**src/rtl/ex_pipe_stage.sv**
```systemverilog
// ex_pipe_stage: execute stage between ID and WB/MEM.
// Accepts one instruction per cycle over a give/get handshake and holds one
// result register towards WB. Supports LUI, AUIPC, OP-IMM and OP (RV32I ALU).
// Optional feature macro: EX_MUL_EN enables an iterative shift-add MUL unit
// (MUL_STEP_BITS multiplier bits per cycle) and the MUL_BUSY state.
module ex_pipe_stage #(
    parameter int BITSIZE       = 32,
    parameter int MUL_STEP_BITS = 1
) (
    input  logic               clk,
    input  logic               reset_i,
    input  logic               ID_EX_give_i,
    output logic               EX_ID_get_o,
    input  logic [31:0]        ID_EX_instruction_i,
    input  logic [BITSIZE-1:0] ID_EX_pc_i,
    input  logic [BITSIZE-1:0] ID_EX_rs1_i,
    input  logic [BITSIZE-1:0] ID_EX_rs2_i,
    input  logic               WB_EX_get_i,
    output logic               EX_WB_give_o,
    output logic [31:0]        EX_WB_instruction_o,
    output logic [BITSIZE-1:0] EX_WB_d_o,
    output logic               EX_WB_illegal_o
);

    localparam int SHW = $clog2(BITSIZE);

    localparam logic [6:0] OPC_LUI   = 7'b0110111;
    localparam logic [6:0] OPC_AUIPC = 7'b0010111;
    localparam logic [6:0] OPC_IMM   = 7'b0010011;
    localparam logic [6:0] OPC_REG   = 7'b0110011;

    typedef enum logic [1:0] {
        ST_EMPTY    = 2'd0,
        ST_FULL     = 2'd1
`ifdef EX_MUL_EN
        ,
        ST_MUL_BUSY = 2'd2
`endif
    } state_t;

    state_t r_state;
    state_t w_state_next;
    state_t w_accept_state;

    logic [6:0]         w_opcode;
    logic [2:0]         w_f3;
    logic [6:0]         w_f7;
    logic [3:0]         w_alu_op;
    logic [BITSIZE-1:0] w_alu_res;
    logic [BITSIZE-1:0] w_result;
    logic               w_illegal;
    logic               w_is_mul;
    logic [SHW-1:0]     w_shamt;
    logic               w_get;
    logic               w_accept;
    logic               w_drain;

    logic [31:0]        r_instr;
    logic [BITSIZE-1:0] r_d;
    logic               r_illegal;

    // Instruction fields that the execute stage never looks at.
    logic w_unused;
    assign w_unused = ^{ID_EX_instruction_i[24:15], ID_EX_instruction_i[11:7]};

    assign w_opcode = ID_EX_instruction_i[6:0];
    assign w_f3     = ID_EX_instruction_i[14:12];
    assign w_f7     = ID_EX_instruction_i[31:25];
    assign w_shamt  = ID_EX_rs2_i[SHW-1:0];

    // Immediate forms only use instr[30] to pick SRAI; register forms use it for SUB/SRA.
    assign w_alu_op = (w_opcode == OPC_REG) ? {ID_EX_instruction_i[30], w_f3}
                    : {(w_f3 == 3'b101) & ID_EX_instruction_i[30], w_f3};

    // RV32I ALU on operand A (rs1) and operand B (rs2 or immediate).
    always_comb begin
        w_alu_res = '0;
        casez (w_alu_op)
            4'b0000: w_alu_res = ID_EX_rs1_i + ID_EX_rs2_i;
            4'b1000: w_alu_res = ID_EX_rs1_i - ID_EX_rs2_i;
            4'b?001: w_alu_res = ID_EX_rs1_i << w_shamt;
            4'b?010: w_alu_res = {{(BITSIZE-1){1'b0}}, ($signed(ID_EX_rs1_i) < $signed(ID_EX_rs2_i))};
            4'b?011: w_alu_res = {{(BITSIZE-1){1'b0}}, (ID_EX_rs1_i < ID_EX_rs2_i)};
            4'b?100: w_alu_res = ID_EX_rs1_i ^ ID_EX_rs2_i;
            4'b0101: w_alu_res = ID_EX_rs1_i >> w_shamt;
            4'b1101: w_alu_res = $unsigned($signed(ID_EX_rs1_i) >>> w_shamt);
            4'b?110: w_alu_res = ID_EX_rs1_i | ID_EX_rs2_i;
            4'b?111: w_alu_res = ID_EX_rs1_i & ID_EX_rs2_i;
            default: w_alu_res = '0;
        endcase
    end

    // Opcode decode: select the single-cycle result, flag unsupported encodings, spot MUL.
    always_comb begin
        w_result  = '0;
        w_illegal = 1'b0;
        w_is_mul  = 1'b0;
        case (w_opcode)
            OPC_LUI:   w_result = ID_EX_rs2_i;
            OPC_AUIPC: w_result = ID_EX_pc_i + ID_EX_rs2_i;
            OPC_IMM:   w_result = w_alu_res;
            OPC_REG: begin
                if (w_f7 == 7'b0000000 || w_f7 == 7'b0100000) begin
                    w_result = w_alu_res;
`ifdef EX_MUL_EN
                end else if (w_f7 == 7'b0000001 && w_f3 == 3'b000) begin
                    w_is_mul = 1'b1;
`endif
                end else begin
                    w_illegal = 1'b1;
                end
            end
            default:   w_illegal = 1'b1;
        endcase
    end

`ifdef EX_MUL_EN
    localparam int ITER  = BITSIZE / MUL_STEP_BITS;
    localparam int CNT_W = $clog2(ITER + 1);

    logic [BITSIZE-1:0] r_mul_a;
    logic [BITSIZE-1:0] r_mul_b;
    logic [BITSIZE-1:0] r_mul_acc;
    logic [CNT_W-1:0]   r_cnt;
    logic [BITSIZE-1:0] w_mul_partial;
    logic               w_mul_done;

    assign w_mul_partial  = r_mul_a * BITSIZE'(r_mul_b[MUL_STEP_BITS-1:0]);
    assign w_mul_done     = (r_state == ST_MUL_BUSY) && (r_cnt == CNT_W'(ITER));
    assign w_accept_state = w_is_mul ? ST_MUL_BUSY : ST_FULL;

    // Shift-add multiplier: load operands on accept, retire MUL_STEP_BITS of B per busy cycle.
    always_ff @(posedge clk or posedge reset_i) begin
        if (reset_i) begin
            r_mul_a   <= '0;
            r_mul_b   <= '0;
            r_mul_acc <= '0;
            r_cnt     <= '0;
        end else if (w_accept && w_is_mul) begin
            r_mul_a   <= ID_EX_rs1_i;
            r_mul_b   <= ID_EX_rs2_i;
            r_mul_acc <= '0;
            r_cnt     <= '0;
        end else if (r_state == ST_MUL_BUSY && r_cnt != CNT_W'(ITER)) begin
            r_mul_acc <= r_mul_acc + w_mul_partial;
            r_mul_a   <= r_mul_a << MUL_STEP_BITS;
            r_mul_b   <= r_mul_b >> MUL_STEP_BITS;
            r_cnt     <= r_cnt + CNT_W'(1);
        end
    end
`else
    logic w_unused_step;
    assign w_unused_step  = (MUL_STEP_BITS > 0) | w_is_mul;
    assign w_accept_state = ST_FULL;
`endif

    // Handshake and next-state logic; FULL can accept only in a cycle where WB drains it.
    always_comb begin
        w_get        = 1'b0;
        w_drain      = 1'b0;
        w_state_next = r_state;
        case (r_state)
            ST_EMPTY: w_get = 1'b1;
            ST_FULL: begin
                w_get   = WB_EX_get_i;
                w_drain = WB_EX_get_i;
            end
            default:  w_get = 1'b0;
        endcase
        if (reset_i) begin
            w_get = 1'b0;
        end
        w_accept = w_get & ID_EX_give_i;
        case (r_state)
            ST_EMPTY: begin
                if (w_accept) w_state_next = w_accept_state;
            end
            ST_FULL: begin
                if (w_drain) w_state_next = w_accept ? w_accept_state : ST_EMPTY;
            end
`ifdef EX_MUL_EN
            ST_MUL_BUSY: begin
                if (w_mul_done) w_state_next = ST_FULL;
            end
`endif
            default: w_state_next = ST_EMPTY;
        endcase
    end

    // State register.
    always_ff @(posedge clk or posedge reset_i) begin
        if (reset_i) r_state <= ST_EMPTY;
        else         r_state <= w_state_next;
    end

    // Result register: written only on accept (slot empty or draining) or MUL completion.
    always_ff @(posedge clk or posedge reset_i) begin
        if (reset_i) begin
            r_instr   <= '0;
            r_d       <= '0;
            r_illegal <= 1'b0;
        end else if (w_accept) begin
            r_instr   <= ID_EX_instruction_i;
            r_d       <= w_result;
            r_illegal <= w_illegal;
`ifdef EX_MUL_EN
        end else if (w_mul_done) begin
            r_d       <= r_mul_acc;
            r_illegal <= 1'b0;
`endif
        end
    end

    assign EX_ID_get_o         = w_get;
    assign EX_WB_give_o        = (r_state == ST_FULL);
    assign EX_WB_instruction_o = r_instr;
    assign EX_WB_d_o           = r_d;
    assign EX_WB_illegal_o     = r_illegal;

endmodule

```
**config.mk**
```make
export PLATFORM = sky130hd
export DESIGN_NAME = ex_pipe_stage
export DESIGN_NICKNAME = d
export VERILOG_FILES = /design/src/rtl/ex_pipe_stage.sv
export SDC_FILE = /design/constraint.sdc
export NUM_CORES = 1
export LEC_CHECK = 0
export BUFFER_PORTS_ARGS = -buffer_cell sky130_fd_sc_hd__buf_2
export CAP_MARGIN = 20
export CORE_MARGIN = 2
export CORE_UTILIZATION = 59
export CTS_BUF_LIST = sky130_fd_sc_hd__clkbuf_2 sky130_fd_sc_hd__clkbuf_4 sky130_fd_sc_hd__clkbuf_8
export CTS_CLUSTER_DIAMETER = 40
export DETAILED_ROUTE_END_ITERATION = 10
export GPL_TIMING_DRIVEN = 0
export PLACE_DENSITY = 0.82
export SYNTH_ARGS = -nofsm -noshare
export SYNTH_HDL_FRONTEND = slang
export SYNTH_SLANG_ARGS = --single-unit
```
**constraint.sdc**
```tcl
create_clock -name clk -period 2.4 [get_ports clk]
set_input_delay 0.12 -clock clk [delete_from_list [all_inputs] [get_ports clk]]
set_output_delay 0.12 -clock clk [all_outputs]
set_load 0.005 [all_outputs]
```
==> results of run 1 <==
==> cells in the mapped netlist, drive strengths merged, types with 6 or more instances <==
master   instances  area [um^2]
nand2          313         1170
a21oi          179          903
nor2           177          669
o21ai          174          878
ha             128         1600
inv            101          379
clkbuf          89          334
dfrtp           66         1650
xnor2           58          508
buf             52          280
mux2i           50          500
a211oi          37          290
nor3            37          185
mux4            36          811
a21o            34          255
a221oi          32          287
nand3           32          160
o211ai          28          224
a31oi           23          159
mux2            18          210
nand4           17          106
xor2            17          149
o22ai           16          100
nor4            15         93.8
o21bai          15          113
or3             15         93.8
a2111oi         12          111
and2            11         68.8
nand2b          11         68.8
nor2b           11         71.3
o31ai           11         82.6
o221ai          10         87.6
o2111ai          9         78.8
and3             8         50.1
a211o            7         61.3
a22oi            7         52.6
a32oi            7         68.8
o311ai           7         61.3
a21boi           6         45.0
nand3b           6         45.0
o21a             6         45.0
or4              6         48.8
==> metrics by stage <==
| step | setup TNS [ps] | hold slack, ps | instance area, um^2 | util |
|---|---|---|---|---|
| after CTS | -2420 | 70.4 | 17300 | 0.762 |
| after detailed placement | -37760 | 315 | 15200 | 0.671 |
| after global placement | -48430 | 310 | 15200 | 0.670 |
| after floorplan | -1290 | 225 | 13800 | - |
==> kinds of logic after synthesis <==
kind of cell / after synthesis
flops: 66
xor+xnor: 75
compound gates: 647
mux: 104
buf+inv: 242
fa+ha+maj: 131
simple gates: 671
==> layer usage <==
layer  overflow  GRT usage
met2          4      0.916
met4          5      0.740
met3          0      0.662
met5          0      0.313
met1          0      0.809
==> repair_timing <==
action / 4_1_cts
endpoints found under the setup margin: 32
hold buffers: 27
pin swaps: 76
hold endpoints to repair: 60
buffers inserted: 58
resized for setup: 294
==> results.md, run 1 <==
- Root buffer cell: clkbuf_8
- Synthesized cell area: ~0.014 mm^2
- Height of the chip: 156 um
- Mux cell area share after synthesis: 0.112
- Clock Sinks: between 60 and 70
- Main combinational cell family by area after synthesis: compound AO/OA/AOI/OAI gates
- Width of the die: about 160 um
- Cell variety after synth: 86
- Log Error: [ERROR GRT-0232] Routing congestion too high. Check the congestion heatmap in the GUI.
- Synth Area in Simple Gates: 0.216
- Mean Syn Cell Area: approximately 7.0 um^2
- Ports: between 150 and 200
- Total CTS buffers: 9
- Compound-Gate Fraction of Synth Area: 0.307
- Num rows: 55
- I/O Buffers: roughly 200
- Status: stopped before the end
- Grt ovf: 9
- #FFs+latches synth: 66
- Starting Density: 0.600
- Syn. warnings: 0
- Xor-xnor portion of the synthesized cell area: 0.0484
- EDFF count, synth: 0
- Syn_nets: 2,199
- Worst_ep kind: register input
- H-tree level count: 3
- Worst_ep grt: EX_WB_d_o[0]$_DFFE_PP0P_/D
- Async SR Flop Fraction: 1.00
- Routability cong.: between 1 and 1.5
- Mapped Cells: 1,936
- Place WS: -1630 ps
- Adder-Cell Fraction of Synth Area: 0.122
- Largest net degree at the start of global routing: 36
- Gr usage total: 0.784
- Register area share after synthesis: 0.122
- DP HPWL: between 50 and 60 mm
- Stopped at: global routing (5_1_grt)
- Cell total after placement: around 2.4k
- Clk buf depth: 2
- Main flop type after synthesis: dfrtp_1
==> inputs of run 2 (changes only) <==
==> config.mk (replaced) <==
export PLATFORM = sky130hd
export DESIGN_NAME = ex_pipe_stage
export DESIGN_NICKNAME = d
export VERILOG_FILES = /design/src/rtl/ex_pipe_stage.sv
export SDC_FILE = /design/constraint.sdc
export NUM_CORES = 1
export LEC_CHECK = 0
export BUFFER_PORTS_ARGS = -buffer_cell sky130_fd_sc_hd__buf_2
export CAP_MARGIN = 20
export CORE_MARGIN = 2
export CORE_UTILIZATION = 40
export DETAILED_ROUTE_END_ITERATION = 10
export GPL_TIMING_DRIVEN = 0
export PLACE_DENSITY_LB_ADDON = 0.15
export SYNTH_ARGS = -nofsm -noshare
export SYNTH_HDL_FRONTEND = slang
export SYNTH_SLANG_ARGS = --single-unit
==> results.md, run 2 <==
- Ports: 199 (unchanged)
- Syn. warnings: 0 (unchanged)
- Clk buf depth: 2 (unchanged)
- Largest net degree at the start of global routing: 67
- Crit path capture type: flip-flop
- Worst R2R Setup Slack: -120 ps
- Area Growth Syn to Fin: 40.4%
- Number of diodes: 0
- Crit-path leading delay family: compound AO/OA/AOI/OAI gates
- Clock Sinks: 66 (unchanged)
- Final setup violation count: 24
- Arr. time, crit path: ~3000 ps
- CTS tree: yes
- Antenna violations before repair: 1
- Slew headroom: 0.378
- DP HPWL: 62.0 mm (+15%)
- Failing checks: negative hold slack, negative setup slack
- RSZ-0062 raised after global routing: true
- Commonest non-fill, non-tap cell in the layout: nand2_1
- Async SR Flop Fraction: 1.00 (unchanged)
- Hold Fails Final Rpt: 40
- Fmax: about 370 MHz
- Worst Tran Pin Value: just over 900 ps
- H-tree level count: 3 (unchanged)
- Width of the die: 188 um (+21%)
- VDD IR-drop max: approximately 0.36 mV
- Vias/cell: between 6 and 7
- Leakage: 8.21 nW
- Data required time of the worst path: roughly 2700 ps
- Final min period: between 2000 and 3000 ps
- Main flop type after synthesis: dfrtp_1
- Total Wirelength: ~81 mm
- First-pass GRT wire length: 114 mm
- Routability cong.: 1.09 (-9.4%)
- Worst path max stage delay: roughly 400 ps
- Syn_nets: 2,199 (unchanged)
- Post-synth top area share: 0.122 (unchanged)
- Setup TNS: -2990 ps
- Max_cap viols: 0
- Starting Density: 0.406 (-0.194)
- Fin crit share: 1.12
- EDFF count, synth: 0 (unchanged)
- WL/cell: approximately 30 um
- Share of layout cells above drive strength 1: 0.324
- Total number of vias: ~18k
- Grt ovf: 0
- Hold Path Class: input port to async pin
- Vias in the first global route: around 17k
- Final net count: approximately 2.5k
- Worst-Skew Late Latency: ~340 ps
- Final Worst Setup Slack: -293 ps
- DRT iter0 DRCs: 2,671
- R2r startpoint: r_state[0]
- Status: complete, but fails checks
- Height of the chip: 188 um (+21%)
- Gr usage total: 0.435
- Register area share after synthesis: 0.122 (unchanged)
- Mean Syn Cell Area: 7.01 um^2 (unchanged)
- Most frequent cells in the layout: 304 x nand2_1, 178 x buf_2, 159 x nor2_1, 142 x a21oi_1, 114 x buf_4
- Final ANT Viol Nets: 0
- #FFs+latches synth: 66 (unchanged)
- Buf/Inv on CP: 4
- Worst-path cell chain: buf_16 > inv_12 > buf_12 > ha_4 > buf_6 > a21o_1 > a311o_1 > o21ai_4 > a21oi_4 > a31oi_4 > nor2_2 > a311oi_2 > xnor2_1 > a211o_1 > o21ai_1
- Num rows: 67 (+22%)
- Worst Skew: between 5 and 6 ps
- Finished layout cell area: approximately 0.019 mm^2
- Area of the die: ~0.035 mm^2
- Synth area leader: dfrtp_1
- Total CTS buffers: 9 (unchanged)
- List of most frequent post-synthesis cells: 313 x nand2_1, 177 x a21oi_1, 175 x nor2_1, 157 x o21ai_0, 128 x ha_1
- Startpoint class of the critical path: input port
- Residual DRC: 0
- I/O Buffers: 196 (unchanged)
- Crit-path max FO: 6
- Pre-antenna DRT Iters: 6
- Mapped Cells: 1,936 (unchanged)
- Slowest CP cell: a311o_1
- Most frequent cell after synthesis: nand2_1
- Hold slack: -12.7 ps
- R2R depth: 8
- Critical R2R Capture: EX_WB_d_o[28]
- Placed Area: 0.0154 mm^2 (+1.2%)
- Synthesized cell area: 0.0136 mm^2 (unchanged)
- PD cells: slightly below 400 mW/mm^2
- Root buffer cell: clkbuf_16
- # fillers: 3,185
- Finished Core Util: 0.570
- Clock slew at reported path FFs: 60 ps
- WS Path Type: input port to flip-flop
- Area contributors post-synth: dfrtp_1 12%, ha_1 12%, nand2_1 8.7%
- Core Box Area: 0.0334 mm^2
- Cell variety after synth: 86 (unchanged)
- Pins Over Slew Limit: 0
run 2: cell counts after synthesis:
Identical to the previous run, type by type.
run 2: worst register-to-register path: cells and delay by family, from the launching register on:
| family | cells | cell delay [ps] |
|---|---|---|
| mux | 1 | 160 |
| simple gates | 4 | 1430 |
| compound gates | 3 | 450 |
| flops | 1 | 400 |
run 2: worst max path at each step:
| stage | start | to | slack (ps) | cells past startpoint |
|---|---|---|---|---|
| after floorplan | ID_EX_rs2_i[2] | EX_WB_d_o[0] | -280 | 16 |
| after global placement | ID_EX_instruction_i[13] | EX_WB_d_o[1] | -2100 | 10 |
| after detailed placement | ID_EX_rs2_i[0] | EX_WB_d_o[15] | -1810 | 14 |
| after CTS | ID_EX_rs2_i[2] | EX_WB_d_o[0] | -420 | 16 |
| after global routing | ID_EX_rs2_i[2] | EX_WB_d_o[28] | -350 | 15 |
| final | ID_EX_rs2_i[2] | EX_WB_d_o[28] | -290 | 15 |
run 2: routing by layer:
layer / up-vias / part of all wire / global-route usage
li1: 7737 / - / -
met3: 303 / 0.13 / 0.137
met4: 4 / 0.060 / 0.201
met1: 8753 / 0.40 / 0.581
met2: 1401 / 0.41 / 0.636
met5: - / 0.0016 / 0
run 2: layout make-up:
cell class	count	area [um^2]	share of cell area
Multi-Input combinational cell	1628	12700	0.666
Timing Repair Buffer	343	2460	0.129
Sequential cell	66	1650	0.0866
Buffer	126	902	0.0473
Tap cell	448	561	0.0294
Inverter	101	455	0.0239
Clock buffer	9	225	0.0118
Clock inverter	6	115	0.00604
run 2: through the flow:
step	instances	power [mW]	hold WS (ps)	worst slack [ps]
after global placement	2580	4.78	310	-2100
after detailed placement	2581	4.79	312	-1810
after global routing	2727	7.70	22.0	-350
after floorplan	1936	3.48	225	-282
final	2727	7.44	-12.7	-293
after CTS	2663	6.82	3.25	-417
run 2: timing repair:
action                                  4_1_cts  5_1_grt
hold buffers                                 24        0
gates cloned                                  0        0
buffers inserted                             50       73
endpoints found under the setup margin       32       32
gates resized for setup                     315      287
hold endpoints to repair                     24        0
pin swaps                                    56      117
run 2: report_power, final:
part           internal [mW]  leakage [nW]  switching, mW
clock                   1.01         0.162          0.533
combinational           1.80          7.21           2.78
sequential              1.24         0.841         0.0698
run 2: cells by family after synthesis:
kind of cell / after synthesis / synth area share
muxes: 104 / 0.112
xor gates and xnor gates: 75 / 0.0484
AOI/OAI and AO/OA: 647 / 0.307
and+or+nand+nor: 671 / 0.216
DFF: 66 / 0.122
buffers and inverters: 242 / 0.0732
adders and majority gates: 131 / 0.122
No activity file was read; power rests on OpenSTA's default activity.
